--- src/rtl/md_unit_p_if.sv ---
// ============================================================================
// Module      : md_unit_p_if
// Description : Request/result bundle between the E-stage control and the
//               multiply/divide unit.
//               master : start, op, a, b, flush out; busy, hi, lo in
//               slave  : start, op, a, b, flush in;  busy, hi, lo out
// Revision    : 1.0 - initial release
// ============================================================================
`default_nettype none

interface md_unit_p_if #(
    parameter int WIDTH = 32
);
    logic             start;
    logic [3:0]       op;
    logic [WIDTH-1:0] a;
    logic [WIDTH-1:0] b;
    logic             flush;
    logic             busy;
    logic [WIDTH-1:0] hi;
    logic [WIDTH-1:0] lo;

    modport master (output start, op, a, b, flush, input  busy, hi, lo);
    modport slave  (input  start, op, a, b, flush, output busy, hi, lo);
endinterface

`default_nettype wire

--- src/rtl/md_unit_p.sv ---
// ============================================================================
// Module      : md_unit_p
// Description : Multiply/divide unit owning the HI/LO pair. Multiply-class
//               ops take MULT_CYC busy cycles; DIV/DIVU run a restoring
//               radix-2 divider (WIDTH cycles) plus one sign-fix cycle.
//               Optional multiply-accumulate (ops 7-10) when MD_MADD_EN is
//               defined; otherwise those ops are NOPs.
// Ports       : clk   - clock, rising edge
//               reset - asynchronous active-high reset
//               md    - md_unit_p_if.slave (start/op/a/b/flush in,
//                       busy/hi/lo out)
// Revision    : 1.0 - initial release
// ============================================================================
`default_nettype none

module md_unit_p #(
    parameter int WIDTH    = 32,
    parameter int MULT_CYC = 5,
    parameter int CNT_W    = 6
) (
    input  wire logic   clk,
    input  wire logic   reset,
    md_unit_p_if.slave  md
);

    typedef enum logic [1:0] {
        S_IDLE = 2'd0,
        S_MUL  = 2'd1,
        S_DIV  = 2'd2,
        S_FIX  = 2'd3
    } state_t;

    localparam logic [3:0] c_OP_MULT  = 4'd1;
    localparam logic [3:0] c_OP_MULTU = 4'd2;
    localparam logic [3:0] c_OP_DIV   = 4'd3;
    localparam logic [3:0] c_OP_DIVU  = 4'd4;
    localparam logic [3:0] c_OP_MTHI  = 4'd5;
    localparam logic [3:0] c_OP_MTLO  = 4'd6;
`ifdef MD_MADD_EN
    localparam logic [3:0] c_OP_MADD  = 4'd7;
    localparam logic [3:0] c_OP_MADDU = 4'd8;
    localparam logic [3:0] c_OP_MSUB  = 4'd9;
    localparam logic [3:0] c_OP_MSUBU = 4'd10;
`endif

    localparam logic [1:0] c_ACC_NONE = 2'd0;
    localparam logic [1:0] c_ACC_ADD  = 2'd1;
    localparam logic [1:0] c_ACC_SUB  = 2'd2;

    localparam logic [CNT_W-1:0] c_MUL_CNT = CNT_W'(MULT_CYC);
    localparam logic [CNT_W-1:0] c_DIV_CNT = CNT_W'(WIDTH);
    localparam logic [CNT_W-1:0] c_CNT_ONE = CNT_W'(1);

    state_t                 r_state, w_state_nxt;
    logic [CNT_W-1:0]       r_cnt;
    logic [WIDTH-1:0]       r_hi, r_lo;
    logic [2*WIDTH-1:0]     r_pend;
    logic [1:0]             r_acc;
    logic [WIDTH-1:0]       r_rem, r_quo, r_dvsr, r_a_org;
    logic                   r_neg_q, r_neg_r, r_dz;

    // Operation decode
    logic                   w_is_mul, w_mul_signed, w_is_div, w_div_signed;
    logic                   w_is_mthi, w_is_mtlo;
    logic [1:0]             w_acc_mode;

    always_comb begin
        w_is_mul     = 1'b0;
        w_mul_signed = 1'b0;
        w_is_div     = 1'b0;
        w_div_signed = 1'b0;
        w_is_mthi    = 1'b0;
        w_is_mtlo    = 1'b0;
        w_acc_mode   = c_ACC_NONE;
        case (md.op)
            c_OP_MULT:  begin w_is_mul = 1'b1; w_mul_signed = 1'b1; end
            c_OP_MULTU: w_is_mul = 1'b1;
            c_OP_DIV:   begin w_is_div = 1'b1; w_div_signed = 1'b1; end
            c_OP_DIVU:  w_is_div = 1'b1;
            c_OP_MTHI:  w_is_mthi = 1'b1;
            c_OP_MTLO:  w_is_mtlo = 1'b1;
`ifdef MD_MADD_EN
            c_OP_MADD:  begin w_is_mul = 1'b1; w_mul_signed = 1'b1; w_acc_mode = c_ACC_ADD; end
            c_OP_MADDU: begin w_is_mul = 1'b1; w_acc_mode = c_ACC_ADD; end
            c_OP_MSUB:  begin w_is_mul = 1'b1; w_mul_signed = 1'b1; w_acc_mode = c_ACC_SUB; end
            c_OP_MSUBU: begin w_is_mul = 1'b1; w_acc_mode = c_ACC_SUB; end
`endif
            default: ;
        endcase
    end

    logic w_accept;
    assign w_accept = (r_state == S_IDLE) && md.start && !md.flush;

    // Product: extend both operands to 2*WIDTH (sign or zero) so a single
    // modulo-2^(2W) multiply serves signed and unsigned forms.
    logic [2*WIDTH-1:0] w_ext_a, w_ext_b, w_prod;
    assign w_ext_a = w_mul_signed ? {{WIDTH{md.a[WIDTH-1]}}, md.a} : {{WIDTH{1'b0}}, md.a};
    assign w_ext_b = w_mul_signed ? {{WIDTH{md.b[WIDTH-1]}}, md.b} : {{WIDTH{1'b0}}, md.b};
    assign w_prod  = w_ext_a * w_ext_b;

    // Divider operand magnitudes. -2^(W-1) maps onto itself, which is its
    // correct unsigned magnitude, so the overflow case falls out naturally
    // (quotient 2^(W-1), remainder 0, both signs negative -> no negation).
    logic             w_a_neg, w_b_neg;
    logic [WIDTH-1:0] w_a_mag, w_b_mag;
    assign w_a_neg = w_div_signed & md.a[WIDTH-1];
    assign w_b_neg = w_div_signed & md.b[WIDTH-1];
    assign w_a_mag = w_a_neg ? (WIDTH'(0) - md.a) : md.a;
    assign w_b_mag = w_b_neg ? (WIDTH'(0) - md.b) : md.b;

    // One restoring step: r_quo doubles as the dividend shift register,
    // its MSB feeding the partial remainder while quotient bits enter at LSB.
    logic [WIDTH:0]   w_trial;
    logic [WIDTH-1:0] w_rem_nxt, w_quo_nxt;
    assign w_trial   = {r_rem, r_quo[WIDTH-1]} - {1'b0, r_dvsr};
    assign w_rem_nxt = w_trial[WIDTH] ? {r_rem[WIDTH-2:0], r_quo[WIDTH-1]} : w_trial[WIDTH-1:0];
    assign w_quo_nxt = {r_quo[WIDTH-2:0], ~w_trial[WIDTH]};

    logic [WIDTH-1:0] w_q_fix, w_r_fix;
    assign w_q_fix = r_neg_q ? (WIDTH'(0) - r_quo) : r_quo;
    assign w_r_fix = r_neg_r ? (WIDTH'(0) - r_rem) : r_rem;

    // Next-state and completion strobes
    logic w_commit_mul, w_commit_div;

    always_comb begin
        w_state_nxt  = r_state;
        w_commit_mul = 1'b0;
        w_commit_div = 1'b0;
        case (r_state)
            S_IDLE: begin
                if (w_accept && w_is_mul)      w_state_nxt = S_MUL;
                else if (w_accept && w_is_div) w_state_nxt = S_DIV;
            end
            S_MUL: begin
                if (md.flush) begin
                    w_state_nxt = S_IDLE;
                end else if (r_cnt == c_CNT_ONE) begin
                    w_state_nxt  = S_IDLE;
                    w_commit_mul = 1'b1;
                end
            end
            S_DIV: begin
                if (md.flush)                w_state_nxt = S_IDLE;
                else if (r_cnt == c_CNT_ONE) w_state_nxt = S_FIX;
            end
            S_FIX: begin
                w_state_nxt  = S_IDLE;
                w_commit_div = !md.flush;
            end
            default: w_state_nxt = S_IDLE;
        endcase
    end

    always_ff @(posedge clk or posedge reset) begin
        if (reset) r_state <= S_IDLE;
        else       r_state <= w_state_nxt;
    end

    always_ff @(posedge clk or posedge reset) begin
        if (reset) begin
            r_cnt   <= '0;
            r_hi    <= '0;
            r_lo    <= '0;
            r_pend  <= '0;
            r_acc   <= c_ACC_NONE;
            r_rem   <= '0;
            r_quo   <= '0;
            r_dvsr  <= '0;
            r_a_org <= '0;
            r_neg_q <= 1'b0;
            r_neg_r <= 1'b0;
            r_dz    <= 1'b0;
        end else begin
            if (w_accept) begin
                if (w_is_mthi) r_hi <= md.a;
                if (w_is_mtlo) r_lo <= md.a;
                if (w_is_mul) begin
                    r_pend <= w_prod;
                    r_acc  <= w_acc_mode;
                    r_cnt  <= c_MUL_CNT;
                end
                if (w_is_div) begin
                    r_rem   <= '0;
                    r_quo   <= w_a_mag;
                    r_dvsr  <= w_b_mag;
                    r_neg_q <= w_a_neg ^ w_b_neg;
                    r_neg_r <= w_a_neg;
                    r_dz    <= (md.b == '0);
                    r_a_org <= md.a;
                    r_cnt   <= c_DIV_CNT;
                end
            end else if (r_state == S_MUL || r_state == S_DIV) begin
                r_cnt <= r_cnt - c_CNT_ONE;
            end

            if (r_state == S_DIV) begin
                r_rem <= w_rem_nxt;
                r_quo <= w_quo_nxt;
            end

            if (w_commit_mul) begin
                case (r_acc)
                    c_ACC_ADD: {r_hi, r_lo} <= {r_hi, r_lo} + r_pend;
                    c_ACC_SUB: {r_hi, r_lo} <= {r_hi, r_lo} - r_pend;
                    default:   {r_hi, r_lo} <= r_pend;
                endcase
            end

            if (w_commit_div) begin
                r_lo <= r_dz ? '1 : w_q_fix;
                r_hi <= r_dz ? r_a_org : w_r_fix;
            end
        end
    end

    assign md.busy = (r_state != S_IDLE);
    assign md.hi   = r_hi;
    assign md.lo   = r_lo;

endmodule

`default_nettype wire

--- src/flat_wrapper.sv ---
// flat-port wrapper written by rule: the top's interface ports become plain ports
module md_unit_p_flat 
#(
    parameter int WIDTH    = 32,
    parameter int MULT_CYC = 5,
    parameter int CNT_W    = 6
)
  (clk, reset, md_start, md_op, md_a, md_b, md_flush, md_busy, md_hi, md_lo);
  md_unit_p_if #(.WIDTH(WIDTH)) md_i ();
  input  wire logic clk;
  input  wire logic reset;
  input wire logic [$bits(md_i.start)-1:0] md_start;
  input wire logic [$bits(md_i.op)-1:0] md_op;
  input wire logic [$bits(md_i.a)-1:0] md_a;
  input wire logic [$bits(md_i.b)-1:0] md_b;
  input wire logic [$bits(md_i.flush)-1:0] md_flush;
  output wire logic [$bits(md_i.busy)-1:0] md_busy;
  output wire logic [$bits(md_i.hi)-1:0] md_hi;
  output wire logic [$bits(md_i.lo)-1:0] md_lo;
  assign md_i.start = md_start;
  assign md_i.op = md_op;
  assign md_i.a = md_a;
  assign md_i.b = md_b;
  assign md_i.flush = md_flush;
  assign md_busy = md_i.busy;
  assign md_hi = md_i.hi;
  assign md_lo = md_i.lo;
  md_unit_p #(.WIDTH(WIDTH), .MULT_CYC(MULT_CYC), .CNT_W(CNT_W)) u_core (.clk(clk), .reset(reset), .md(md_i));
endmodule
--- config.mk ---
export PLATFORM = sky130hd
export DESIGN_NAME = md_unit_p_flat
export DESIGN_NICKNAME = d
export VERILOG_FILES = /design/src/rtl/md_unit_p_if.sv /design/src/rtl/md_unit_p.sv /design/src/flat_wrapper.sv
export SDC_FILE = /design/constraint.sdc
export NUM_CORES = 2
export LEC_CHECK = 0
export CELL_PAD_IN_SITES_DETAIL_PLACEMENT = 1
export CELL_PAD_IN_SITES_GLOBAL_PLACEMENT = 1
export CORE_AREA = 8 8 469 471
export CTS_CLUSTER_SIZE = 25
export DETAILED_ROUTE_END_ITERATION = 16
export DIE_AREA = 0 0 477 479
export DONT_BUFFER_PORTS = 1
export PLACE_DENSITY_LB_ADDON = 0.1
export SYNTH_ARGS = -nofsm -noshare
export SYNTH_HDL_FRONTEND = slang
export SYNTH_SLANG_ARGS = --single-unit
--- constraint.sdc ---
create_clock -name clk -period 20.9 [get_ports clk]
set_clock_uncertainty 0.2 [all_clocks]
set_input_delay 3.135 -clock clk [delete_from_list [all_inputs] [get_ports clk]]
set_output_delay 3.135 -clock clk [all_outputs]
set_load 0.01 [all_outputs]
==> impl_results.rst <==
.. list-table::
   :header-rows: 1

   * - Metric
     - Value
   * - Result of the run
     - complete, no violations
   * - Fill cell total of the finished layout
     - 24,640
   * - # DRC
     - 0
   * - Crit path launch type
     - primary input
   * - DPL Wire Length
     - 187.6 mm
   * - Number of hold buffers added after cts
     - 0
   * - Met3 Track Usage GR
     - 2.469%
   * - Async set-or-reset flop fraction in the synthesized netlist
     - 100.0%
   * - Final worst hold slack
     - 0.2739 ns
   * - Clock transition at the register clock pins on the worst setup and hold paths after CTS
     - 0.07 ns
   * - Standard cell with the maximum stage delay on the critical path
     - sky130_fd_sc_hd__fa_1
   * - Routed wire per std cell
     - 25.31 um
   * - Yosys reg bits
     - 267
   * - Worst-skew pair later-pin latency
     - 0.61 ns
   * - Max-slew violation count
     - 0
   * - I/O Buffers
     - 0
   * - Root cell of the clock tree
     - sky130_fd_sc_hd__clkbuf_16
   * - Yosys warnings
     - 0
   * - Crit Path Class
     - in -> reg
   * - Clock tree buffer depth
     - 3
   * - Die outline width
     - 477 um
   * - Met1 track demand over resource in global routing
     - 28.41%
   * - Share of the synthesized area in the top cell type
     - 44.83%
   * - Met2 routing resource usage after global routing
     - 36.84%
   * - Ratio of cells with drive above 1 in the final layout
     - 1.940%
   * - Post-CTS Setup Inserts
     - 0
   * - DIE AREA
     - 0.2285 sq mm
   * - Count of nets after finishing
     - 8,574
   * - Total wirelength of the detailed-routed design
     - 243.0 mm
   * - Unique masters post-synth
     - 77
   * - Total GRT Usage
     - 21.19%
   * - Number of nets still failing antenna checks after routing
     - 0
   * - Setup TNS
     - 0 ns
   * - Netlist Area Pre-Place
     - 0.06342 sq mm
   * - Tcrit/Tclk final
     - 62.15%
   * - Post-synth EDFFs
     - 0
   * - Peak fanout along the critical path
     - 23
   * - Biggest area contributors in the synthesized netlist
     - sky130_fd_sc_hd__fa_1 (45%), sky130_fd_sc_hd__dfrtp_1 (11%), sky130_fd_sc_hd__inv_1 (9.3%)
   * - Post-synthesis instance total
     - 7,071
   * - Mean instance size in the synthesized netlist
     - 8.969 sq um
   * - Worst Setup End Kind
     - flip-flop
   * - Via count of the first global-routing pass
     - 53,210
   * - Slew of the pin with the lowest slew margin
     - 1.086 ns
   * - Delay of the slowest critical-path stage
     - 0.91 ns
   * - Largest net degree at the start of global routing
     - 162
   * - Final Critical Period
     - 12.99 ns
   * - Via count
     - 46,530
   * - Count of max-cap constraint violations
     - 0
   * - Max-Slew Margin vs Limit
     - 27.60%
   * - CTS-repair resized insts
     - 0
   * - Leftover overflow at the end of global routing
     - 0
   * - Violation count after the first detailed-routing iteration
     - 2,555
   * - Final estimated routing congestion in global placement
     - 0.8622
   * - Via density
     - 4.847
   * - Total number of clock tree sinks
     - 267
   * - Largest area contributor in the synthesized netlist
     - sky130_fd_sc_hd__fa_1
   * - Area growth from synthesis to layout
     - 5.451%
   * - Sequential fraction of the synthesis area
     - 10.54%
   * - IO Count
     - 137
   * - H-tree levels
     - 1
   * - Total CTS buffers
     - 31
   * - Clock tree from TritonCTS
     - yes
   * - Site Rows
     - 170
   * - Library cell with the highest instance count after synthesis
     - sky130_fd_sc_hd__inv_1
   * - Most frequent cells after synthesis
     - sky130_fd_sc_hd__inv_1 (1,568), sky130_fd_sc_hd__fa_1 (1,420), sky130_fd_sc_hd__nand2_1 (1,151)
   * - Endpoint arrival time on the critical path
     - 13.29 ns
   * - Effective utilization at floorplan
     - 29.78%
   * - RSZ-0062 raised after global routing
     - false
   * - Number of antenna violations at the first check in global routing
     - 17
   * - Iteration count of the initial detailed-routing pass
     - 5
   * - Wire length of the first global-routing pass
     - 364.4 mm
   * - Maximum achievable frequency
     - 76.99 MHz
   * - Die outline height
     - 479 um
   * - Required time of the worst setup path
     - 21.20 ns
   * - Most utilized layer in the global route result
     - met2
   * - Worst path most repeated cell
     - sky130_fd_sc_hd__fa_1
   * - Post-Synthesis Net Count
     - 8,917
   * - Count of endpoints failing hold in the final timing report
     - 0
   * - Commonest register cell after synthesis
     - sky130_fd_sc_hd__dfrtp_1
   * - Total setup violations reported at the end of the flow
     - 0
   * - Worst hold path class
     - reg -> reg
   * - Core Region
     - 0.2129 sq mm
## logic make-up after synthesis
logic type	synth area share, %
AO/OA/AOI/OAI	7.851
XOR/XNOR	3.632
adder cells (fa/ha/maj)	51.84
buffers and inverters	11.73
flip-flops	10.54
multiplexers	0.3729
AND/OR/NAND/NOR	14.04
## layer usage
| metal | vias up | wire length [um] |
|---|---|---|
| li1 | 20390 | - |
| met1 | 25130 | 108800 |
| met2 | 798 | 117800 |
| met3 | 208 | 10220 |
| met4 | 2 | 6146 |
| met5 | - | 17 |
## sequential cells by signal, indices dropped and copies added (netlist names)
signal,cells
u_core.r_pend,64
u_core.md.hi,32
u_core.md.lo,32
u_core.r_a_org,32
u_core.r_dvsr,32
u_core.r_quo,32
u_core.r_rem,32
u_core.r_cnt,6
u_core.r_state,2
u_core.r_dz,1
u_core.r_neg_q,1
u_core.r_neg_r,1
## worst paths after layout
check | start | to | slack (ns) | cells past startpoint
worst max-delay path | md_op[0] | u_core.r_pend[63]$_DFFE_PP0P_ | 7.91 | 31
worst min-delay path | u_core.r_a_org[20]$_DFFE_PP0P_ | u_core.r_a_org[20]$_DFFE_PP0P_ | 0.27 | 2
worst max register to register | u_core.r_quo[31]$_DFFE_PP0P_ | u_core.r_rem[17]$_DFFE_PP0P_ | 15.38 | 15
worst min register to register | u_core.r_a_org[20]$_DFFE_PP0P_ | u_core.r_a_org[20]$_DFFE_PP0P_ | 0.27 | 2
max in group asynchronous | reset | u_core.r_pend[31]$_DFFE_PP0P_ | 16.68 | 2
min in group asynchronous | reset | u_core.r_cnt[5]$_DFFE_PP0P_ | 2.28 | 1
## critical path: cells and delay by family
kind / cells / cell delay [ns]
simple gates: 3 / 0.81
xor+xnor: 1 / 0.15
buf+inv: 8 / 1.30
mux: 1 / 0.26
compound gates: 7 / 1.57
fa+ha+maj: 11 / 5.99
## layout make-up
cell class / instances / area, sq um / area share [%]
inverters: 1571 / 5904 / 8.829
clock buffers: 40 / 869.6 / 1.300
flip-flops and latches: 267 / 6683 / 9.993
repair buffers: 32 / 252.7 / 0.3779
diodes: 8 / 20.02 / 0.02994
clock inverters: 18 / 211.5 / 0.3162
well taps: 2838 / 3551 / 5.310
multi-input cells: 4825 / 49380 / 73.84
## cell usage in the layout (no fill, tap or decap), types with 12 or more instances in the layout
cell	n
sky130_fd_sc_hd__mux2i_1	21
sky130_fd_sc_hd__nor3_1	24
sky130_fd_sc_hd__o41ai_1	14
sky130_fd_sc_hd__nand2_1	1149
sky130_fd_sc_hd__a211oi_1	15
sky130_fd_sc_hd__nand4_1	12
sky130_fd_sc_hd__a21oi_1	245
sky130_fd_sc_hd__nor2b_1	12
sky130_fd_sc_hd__o221ai_1	15
sky130_fd_sc_hd__buf_4	31
sky130_fd_sc_hd__o31ai_1	30
sky130_fd_sc_hd__xnor2_1	160
sky130_fd_sc_hd__and3_1	40
sky130_fd_sc_hd__or3_1	12
sky130_fd_sc_hd__o21bai_1	12
sky130_fd_sc_hd__clkbuf_16	31
sky130_fd_sc_hd__xor2_1	103
sky130_fd_sc_hd__a21o_1	79
sky130_fd_sc_hd__nand2b_1	21
sky130_fd_sc_hd__nor2_1	141
sky130_fd_sc_hd__and2_1	405
sky130_fd_sc_hd__ha_1	353
sky130_fd_sc_hd__a31oi_1	15
sky130_fd_sc_hd__o22ai_1	16
sky130_fd_sc_hd__dfrtp_1	266
sky130_fd_sc_hd__inv_1	1567
sky130_fd_sc_hd__a221oi_1	28
sky130_fd_sc_hd__fa_1	1420
sky130_fd_sc_hd__nor4_1	17
sky130_fd_sc_hd__nand3_1	47
sky130_fd_sc_hd__o21ai_0	284
## through the flow
| stage | cell area [sq um] | util (%) | cells | worst slack, ns |
|---|---|---|---|---|
| floorplan | 63420 | - | 7071 | 8.364 |
| global placement | 65770 | 30.89 | 9533 | 7.259 |
| detailed placement | 65770 | 30.89 | 9533 | 7.164 |
| CTS | 66850 | 31.40 | 9591 | 7.837 |
| global route | 66860 | 31.40 | 9592 | 7.466 |
| finish | 66870 | 31.41 | 9599 | 7.911 |
Power is left out: the tool's default activity adds up to more than one toggle a clock period on the data nets, which glitch-free logic cannot reach.
